`config.mk`:
```
export PLATFORM = sky130hd
export DESIGN_NAME = mont_res_final_sub
export DESIGN_NICKNAME = d
export VERILOG_FILES = /design/src/rtl/mont_res_final_sub_pkg.sv /design/src/rtl/mont_digit_sub.sv /design/src/rtl/single_port_mem.sv /design/src/rtl/mont_res_final_sub.sv
export SDC_FILE = /design/constraint.sdc
export NUM_CORES = 1
export LEC_CHECK = 0
export ABC_AREA = 1
export ABC_CLOCK_PERIOD_IN_PS = 6900
export CORE_MARGIN = 5
export CORE_UTILIZATION = 40
export CTS_CLUSTER_DIAMETER = 40
export DETAILED_ROUTE_END_ITERATION = 12
export PLACE_DENSITY_LB_ADDON = 0.3
export SYNTH_ARGS = -nofsm -noshare
export SYNTH_HDL_FRONTEND = slang
export SYNTH_SLANG_ARGS = --single-unit
```
`constraint.sdc`:
```
create_clock -name clk -period 6.9 [get_ports clk]
set_clock_uncertainty 0.2 [all_clocks]
set_input_delay 1.38 -clock clk [delete_from_list [all_inputs] [get_ports clk]]
set_output_delay 1.38 -clock clk [all_outputs]
set_load 0.05 [all_outputs]
```
`src/rtl/mont_res_final_sub_pkg.sv`:
```
// mont_res_final_sub_pkg
// Definitions shared by the final-subtraction stage and the Montgomery
// multiplier that feeds it:
//   - state_t            : sequencer state encoding
//   - calc_width         : digit count rounded up to an even number
//   - calc_res_mem_depth : packed result memory entries (two digits per entry)
//   - digit_in_hi        : digit-unpack convention for a packed result entry
package mont_res_final_sub_pkg;

   typedef enum logic [1:0] {
      ST_IDLE = 2'd0,
      ST_SUB  = 2'd1,
      ST_SEL  = 2'd2,
      ST_FIN  = 2'd3
   } state_t;

   function automatic int calc_width(input int width_real);
      return ((width_real + 1) / 2) * 2;
   endfunction

   function automatic int calc_res_mem_depth(input int width_real);
      return calc_width(width_real) / 2;
   endfunction

   // Even digits live in the upper half of an entry, odd digits in the lower half.
   function automatic logic digit_in_hi(input logic k_lsb);
      return ~k_lsb;
   endfunction

endpackage

```
`src/rtl/mont_digit_sub.sv`:
```
// mont_digit_sub
// Registered (RADIX+1)-bit digit slice. Computes a - b - cin (borrow chain)
// or, with op_add, a + b + cin (carry chain). The registered cout is meant to
// be fed straight back into cin for digit-serial operation.
// Ports:
//   clk, rst : clock, synchronous active-high reset
//   clr      : clears the borrow/carry ahead of a new operand
//   en       : register a new digit result
//   op_add   : 0 = subtract, 1 = add
//   a, b     : operand digits
//   cin      : borrow/carry in
//   d        : registered result digit
//   cout     : registered borrow/carry out
module mont_digit_sub #(
   parameter int RADIX = 24
) (
   input  logic             clk,
   input  logic             rst,
   input  logic             clr,
   input  logic             en,
   input  logic             op_add,
   input  logic [RADIX-1:0] a,
   input  logic [RADIX-1:0] b,
   input  logic             cin,
   output logic [RADIX-1:0] d,
   output logic             cout
);

   logic [RADIX:0] res;

   // Bit RADIX of the extended result is the carry (add) or borrow (subtract).
   always_comb begin
      res = '0;
      if (op_add) begin
         res = {1'b0, a} + {1'b0, b} + {{RADIX{1'b0}}, cin};
      end else begin
         res = {1'b0, a} - {1'b0, b} - {{RADIX{1'b0}}, cin};
      end
   end

   always_ff @(posedge clk) begin
      if (rst) begin
         d    <= '0;
         cout <= 1'b0;
      end else if (clr) begin
         cout <= 1'b0;
      end else if (en) begin
         {cout, d} <= res;
      end
   end

endmodule

```
`src/rtl/single_port_mem.sv`:
```
// single_port_mem
// Single-port synchronous RAM with a one-cycle read latency.
// Ports:
//   clk  : clock
//   en   : port enable (read or write)
//   we   : write enable (valid with en)
//   addr : word address
//   din  : write data
//   dout : read data, valid the cycle after an enabled read
module single_port_mem #(
   parameter int DATA_W = 8,
   parameter int DEPTH  = 16,
   parameter int ADDR_W = $clog2(DEPTH)
) (
   input  logic              clk,
   input  logic              en,
   input  logic              we,
   input  logic [ADDR_W-1:0] addr,
   input  logic [DATA_W-1:0] din,
   output logic [DATA_W-1:0] dout
);

   logic [DATA_W-1:0] mem [DEPTH];

   always_ff @(posedge clk) begin
      if (en) begin
         if (we) begin
            mem[addr] <= din;
         end else begin
            dout <= mem[addr];
         end
      end
   end

endmodule

```
`src/rtl/mont_res_final_sub.sv`:
```
// mont_res_final_sub
// Final conditional subtraction after the pipelined Montgomery multiplier.
// Reads t (< 2p) from the packed result memory and writes t - p when t >= p,
// otherwise t, one digit per cycle (least significant digit first).
// Pass 1 (SUB) runs the borrow chain into a local scratch buffer; pass 2
// (SEL) re-reads t and picks scratch or t by the final borrow.
// done follows start by exactly 2*WIDTH_REAL+5 cycles.
//
// Optional build macro: MONT_NEG_CORRECTION_EN adds input neg_fix, sampled on
// start; when set, pass 1 computes t + p instead and pass 2 always outputs
// scratch (ge_p forced to 1).
//
// Ports:
//   clk, rst          : clock, synchronous active-high reset
//   start             : one-cycle pulse, honoured only in IDLE
//   busy, done        : operation in progress / one-cycle completion pulse
//   res_rd_en/addr    : result memory read port (entry = {t[2i], t[2i+1]})
//   res_dout          : result memory data, 1-cycle latency
//   p_rd_en/addr      : modulus memory read port (one digit per address)
//   p_dout            : modulus digit, 1-cycle latency
//   out_wr_en/addr/din: output digit write port
//   ge_p              : t >= p, valid from done until the next start
//
// state | meaning
// IDLE  | waiting for start, read ports quiet
// SUB   | issue reads for digits 0..W-1, run borrow chain into scratch
// SEL   | re-read t and scratch, write selected digits to the output
// FIN   | one-cycle done pulse
module mont_res_final_sub
   import mont_res_final_sub_pkg::*;
#(
   parameter int RADIX             = 24,
   parameter int WIDTH_REAL        = 32,
   parameter int WIDTH             = calc_width(WIDTH_REAL),
   parameter int RES_MEM_DEPTH     = WIDTH / 2,
   parameter int RES_MEM_DEPTH_LOG = $clog2(RES_MEM_DEPTH),
   parameter int DIGIT_LOG         = $clog2(WIDTH_REAL)
) (
   input  logic                         clk,
   input  logic                         rst,
   input  logic                         start,
`ifdef MONT_NEG_CORRECTION_EN
   input  logic                         neg_fix,
`endif
   output logic                         busy,
   output logic                         done,
   output logic                         res_rd_en,
   output logic [RES_MEM_DEPTH_LOG-1:0] res_rd_addr,
   input  logic [2*RADIX-1:0]           res_dout,
   output logic                         p_rd_en,
   output logic [DIGIT_LOG-1:0]         p_rd_addr,
   input  logic [RADIX-1:0]             p_dout,
   output logic                         out_wr_en,
   output logic [DIGIT_LOG-1:0]         out_wr_addr,
   output logic [RADIX-1:0]             out_din,
   output logic                         ge_p
);

   // k must be able to hold WIDTH_REAL itself to mark the end of issue.
   localparam int                   KW     = DIGIT_LOG + 1;
   localparam logic [KW-1:0]        K_END  = KW'(WIDTH_REAL);
   localparam logic [DIGIT_LOG-1:0] D_LAST = DIGIT_LOG'(WIDTH_REAL - 1);

   state_t               state;
   logic [KW-1:0]        k;
   logic                 d1_vld;
   logic [DIGIT_LOG-1:0] d1_k;
   logic [RADIX-1:0]     ent_lo;
   logic                 d2_vld;
   logic [DIGIT_LOG-1:0] d2_k;
   logic                 neg_q;

   logic                 iss;
   logic                 iss_even;
   logic                 start_go;
   logic                 neg_fix_in;
   logic [RADIX-1:0]     t_digit;
   logic [RADIX-1:0]     slice_d;
   logic                 slice_c;
   logic                 scr_en;
   logic                 scr_we;
   logic [DIGIT_LOG-1:0] scr_addr;
   logic [RADIX-1:0]     scr_dout;

`ifdef MONT_NEG_CORRECTION_EN
   assign neg_fix_in = neg_fix;
`else
   assign neg_fix_in = 1'b0;
`endif

   assign start_go = (state == ST_IDLE) && start;
   assign iss      = ((state == ST_SUB) || (state == ST_SEL)) && (k < K_END);
   assign iss_even = iss && digit_in_hi(k[0]);

   // Addresses are forced to zero when idle so the shared ports see no activity.
   assign res_rd_en   = iss_even;
   assign res_rd_addr = iss_even ? RES_MEM_DEPTH_LOG'(k >> 1) : '0;
   assign p_rd_en     = iss && (state == ST_SUB);
   assign p_rd_addr   = p_rd_en ? k[DIGIT_LOG-1:0] : '0;

   // Even digits come straight from the memory; odd digits from the entry
   // captured one cycle earlier. The padding half of an odd-sized last
   // entry is captured but never selected.
   assign t_digit = digit_in_hi(d1_k[0]) ? res_dout[2*RADIX-1:RADIX] : ent_lo;

   // Scratch writes (SUB drain) and reads (SEL issue) never share a cycle.
   assign scr_we   = (state == ST_SUB) && d2_vld;
   assign scr_en   = scr_we || ((state == ST_SEL) && iss);
   assign scr_addr = scr_we ? d2_k : k[DIGIT_LOG-1:0];

   mont_digit_sub #(
      .RADIX (RADIX)
   ) u_digit (
      .clk    (clk),
      .rst    (rst),
      .clr    (start_go),
      .en     (d1_vld && (state == ST_SUB)),
      .op_add (neg_q),
      .a      (t_digit),
      .b      (p_dout),
      .cin    (slice_c),
      .d      (slice_d),
      .cout   (slice_c)
   );

   single_port_mem #(
      .DATA_W (RADIX),
      .DEPTH  (WIDTH_REAL),
      .ADDR_W (DIGIT_LOG)
   ) u_scratch (
      .clk  (clk),
      .en   (scr_en),
      .we   (scr_we),
      .addr (scr_addr),
      .din  (slice_d),
      .dout (scr_dout)
   );

   always_ff @(posedge clk) begin
      if (rst) begin
         state       <= ST_IDLE;
         k           <= '0;
         d1_vld      <= 1'b0;
         d1_k        <= '0;
         ent_lo      <= '0;
         d2_vld      <= 1'b0;
         d2_k        <= '0;
         neg_q       <= 1'b0;
         busy        <= 1'b0;
         done        <= 1'b0;
         ge_p        <= 1'b0;
         out_wr_en   <= 1'b0;
         out_wr_addr <= '0;
         out_din     <= '0;
      end else begin
         done      <= 1'b0;
         out_wr_en <= 1'b0;

         d1_vld <= iss;
         d1_k   <= k[DIGIT_LOG-1:0];
         d2_vld <= d1_vld && (state == ST_SUB);
         d2_k   <= d1_k;

         if (d1_vld && digit_in_hi(d1_k[0])) begin
            ent_lo <= res_dout[RADIX-1:0];
         end

         if (iss) begin
            k <= k + 1'b1;
         end

         if (d1_vld && (state == ST_SEL)) begin
            out_wr_en   <= 1'b1;
            out_wr_addr <= d1_k;
            out_din     <= ge_p ? scr_dout : t_digit;
         end

         case (state)
            ST_IDLE: begin
               if (start) begin
                  state <= ST_SUB;
                  k     <= '0;
                  busy  <= 1'b1;
                  ge_p  <= 1'b0;
                  neg_q <= neg_fix_in;
               end
            end
            ST_SUB: begin
               // Last digit's borrow is registered in the slice this cycle.
               if (d2_vld && (d2_k == D_LAST)) begin
                  state <= ST_SEL;
                  k     <= '0;
                  ge_p  <= neg_q | ~slice_c;
               end
            end
            ST_SEL: begin
               if (out_wr_en && (out_wr_addr == D_LAST)) begin
                  state <= ST_FIN;
                  busy  <= 1'b0;
                  done  <= 1'b1;
               end
            end
            ST_FIN: begin
               state <= ST_IDLE;
            end
            default: begin
               state <= ST_IDLE;
            end
         endcase
      end
   end

endmodule

```
==> out/results.ini <==
[floorplanning]
ios = 119
fp.dieW_um = 318
die_area_sq_mm = 0.101
rows = 113
die_y_um = 318
core-area_sq_mm = 0.0947
start_util_pct = 40.2

[worst_setup_path]
endpoint = u_scratch.dout[7]$_DFFE_PP_
rr_startpoint = state[1]$_SDFFE_PP0P_
crit_chain = inv_1 -> ha_1 -> nand2_4 -> inv_2 -> nand2_8 -> nand2_4 -> nor2_4 -> buf_12 -> buf_4 -> nand2_1 -> nand3_1 -> nand2_1 -> nand2_1 -> nor2_1 -> nand2_1
worstSetupStartpoint = state[1]$_SDFFE_PP0P_
required_ps = 7230
cp.buffers_inverters = 4
path_max_fanout = 148
r2r_end = u_scratch.dout[7]$_DFFE_PP_
reg2reg_slack_ps = 2260
path_delay_family = simple AND/OR/NAND/NOR gates
cp-end-kind = flop
crit_cells = 15
path_class = flop to flop
cp_common_cell = nand2_1
critPathArrivalTime_ps = 4970
r2r_cells = 15
cp-start-kind = flop
slowest_delay_ps = 600
critPathSlowestCell = buf_4

[route]
drt-initial-drc-count = 2751
wl_um = 109000
drt_drc_violations_left = 0
vias = 26800
first_pass_iters = 5
wire_per_inst_um = 21.2
drtAntennaViolNets = 0
drt-vias-per-instance = 5.22

[synth]
ys_warn_count = 0
avgSynthCellArea_sq_um = 10.4
synth-seq-cells = 894
synth_commonest_cells = nand2_1 (1405), edfxtp_1 (792), nand3_1 (399)
seq_area_frac_synth_pct = 67.8
synth_edf_count = 792
synth_cell_type_count = 37
ys_top_cells_by_area = edfxtp_1 (62%), nand2_1 (14%), dfxtp_1 (5.4%)
synth_top_area_share_pct = 62.5
yosysMostFrequentCell = nand2_1
syn-num-nets = 3779
synthCells = 3653
async_flop_share_pct = 0
ys.flop_type = edfxtp_1
synth_top_area_cell = edfxtp_1
netlist_area_sq_mm = 0.0381

[min_path]
hp-class = flop to flop

[sta]
rsz0062_at_grt = false
hold_viol_final = 0
setup_viol = 0
setup_slack_ps = 2260
max-slew-margin-rel_pct = 15.0
fin_crit_ps = 4640
max_freq_mhz = 216
tns_ps = 0
maxSlewViolCount = 0
worstMarginPinSlew_ps = 1270
period_share_pct = 67.2

[job]
cap_violations = 0

[placed_design]
pre_cts_ws_ps = 2410
place_hpwl_um = 64000
io_buffers = 118
routabilityCongestion = 0.861

[pwr]
combPwrFrac_pct = 18.1
p_int_uw = 10600
power.density_mw_per_mm2 = 337
max-vdd-ir-drop_mv = 0.217
p_sw_share_pct = 29.9
seqPwrFrac_pct = 42.6
clockPowerShare_pct = 39.3
p_switching_uw = 4500
p_leak_uw = 0.0174

[global_routing]
gr-total-overflow = 0
track_usage_pct = 21.0
grt_pass1_vias = 25600
grt_start_max_net_pins = 162
grt_pass1_wl_um = 164000
grt_antenna_before_repair = 1

[cts]
post_cts_buffers = 0
clock_latency_ps = 670
clock-sinks = 894
ctsHoldBuffers = 0
cts_resized = 0
cts_tree = done
root_buffer = clkbuf_16
cts_max_path_buffers = 3
clkTransAtPathRegs_ps = 60
h-tree-depth = 3
numCtsBuffers = 111

[final_layout]
antenna_cells = 0
area_growth_pct = 17.3
drive_above_1_share_pct = 8.23
final_nets = 3908

[status]
run_status = finished, final reports clean

## worst min-delay path by stage
stage / from / to / slack [ps] / depth (start not counted)
after global placement: d1_k[4]$_SDFF_PP0_ / out_wr_addr[4]$_SDFFE_PP0P_ / 260 / 2
final: d1_k[1]$_SDFF_PP0_ / d2_k[1]$_SDFF_PP0_ / 270 / 2
after CTS: d1_k[4]$_SDFF_PP0_ / out_wr_addr[4]$_SDFFE_PP0P_ / 270 / 2
after global routing: d1_k[1]$_SDFF_PP0_ / d2_k[1]$_SDFF_PP0_ / 280 / 2
after floorplan: d1_k[1]$_SDFF_PP0_ / d2_k[1]$_SDFF_PP0_ / 200 / 2
after detailed placement: d1_k[1]$_SDFF_PP0_ / d2_k[1]$_SDFF_PP0_ / 260 / 2
## cell families (layout without fill, tap and decap cells)
family	Yosys count	in the layout	share of synthesized area, %
compound gates	154	154	2.31
buf+inv	383	606	4.13
simple gates	2137	2137	23.1
xor+xnor	11	11	0.253
fa+ha+maj	51	51	1.72
flops	894	894	67.8
mux	23	23	0.605
## metrics by stage
step	hold slack [ps]	power (uW)	util [%]	cell area [sq um]	instances
detailed placement	258	9230	43.1	40800	4934
CTS	270	15100	47.1	44600	5141
global route	277	15700	47.1	44600	5141
global placement	256	9200	43.1	40800	4934
floorplan	200	8250	-	38100	3653
finish	272	15100	47.1	44600	5141
## layer usage
metal	global-route usage, %	up-vias	wire length [um]
li1	-	12600	-
met3	4.15	154	9670
met1	29.9	13000	47300
met5	0	-	13
met2	32.9	1161	49400
met4	6.01	2	2790
## state kept, by name (all words and copies together) (netlist names)
| name | count |
|---|---|
| ge_p | 1 |
| u_digit.d | 24 |
| k | 6 |
| u_scratch.dout | 24 |
| u_scratch.mem | 768 |
| d1_vld | 1 |
| out_din | 24 |
| u_digit.cout | 1 |
| out_wr_addr | 5 |
| out_wr_en | 1 |
| d2_k | 5 |
| d1_k | 5 |
| busy | 1 |
| state | 2 |
| d2_vld | 1 |
| ent_lo | 24 |
| done | 1 |
## worst min-delay path, cell delays in order (launching register included)
cell and delay [ps]:
dfxtp_1 310, inv_1 70, nor2_1 40
## area by class of cell
cell class / count / area [sq um]
fill: 8590 / 50100
sequential: 894 / 25800
multi-input combinational: 2376 / 10800
inverter: 207 / 782
timing repair buffer: 192 / 1810
clock inverter: 88 / 1000
tap: 1265 / 1580
clock buffer: 119 / 2810
## power by group through the flow
stage | clock (uW) | combinational [uW] | sequential (uW)
after floorplan | 0 | 1720 | 6530
after global routing | 6240 | 3040 | 6420
after detailed placement | 0 | 2720 | 6510
after CTS | 5990 | 2730 | 6400
after global placement | 0 | 2700 | 6510
final | 5920 | 2730 | 6410
## cells in the final DEF, fill, tap and decap left out, drive strengths merged
cell and n:
nand2 1408, o22ai 1, xnor2 1, nand3 399, a21o 1, o21bai 1, bufinv 15, o21a 23
clkbuf 119, clkdlybuf4s50 118, edfxtp 792, inv 221, nand3b 3, a21oi 51, dfxtp 102, o211ai 1
clkinv 41, ha 49, clkinvlp 18, mux2i 23, nand4 60, a211oi 1, nand2b 1, fa 2
buf 74, and2 2, nor2 248, nor3 16, xor2 10, o21ai 75
Power figures use the tool's default switching activity.
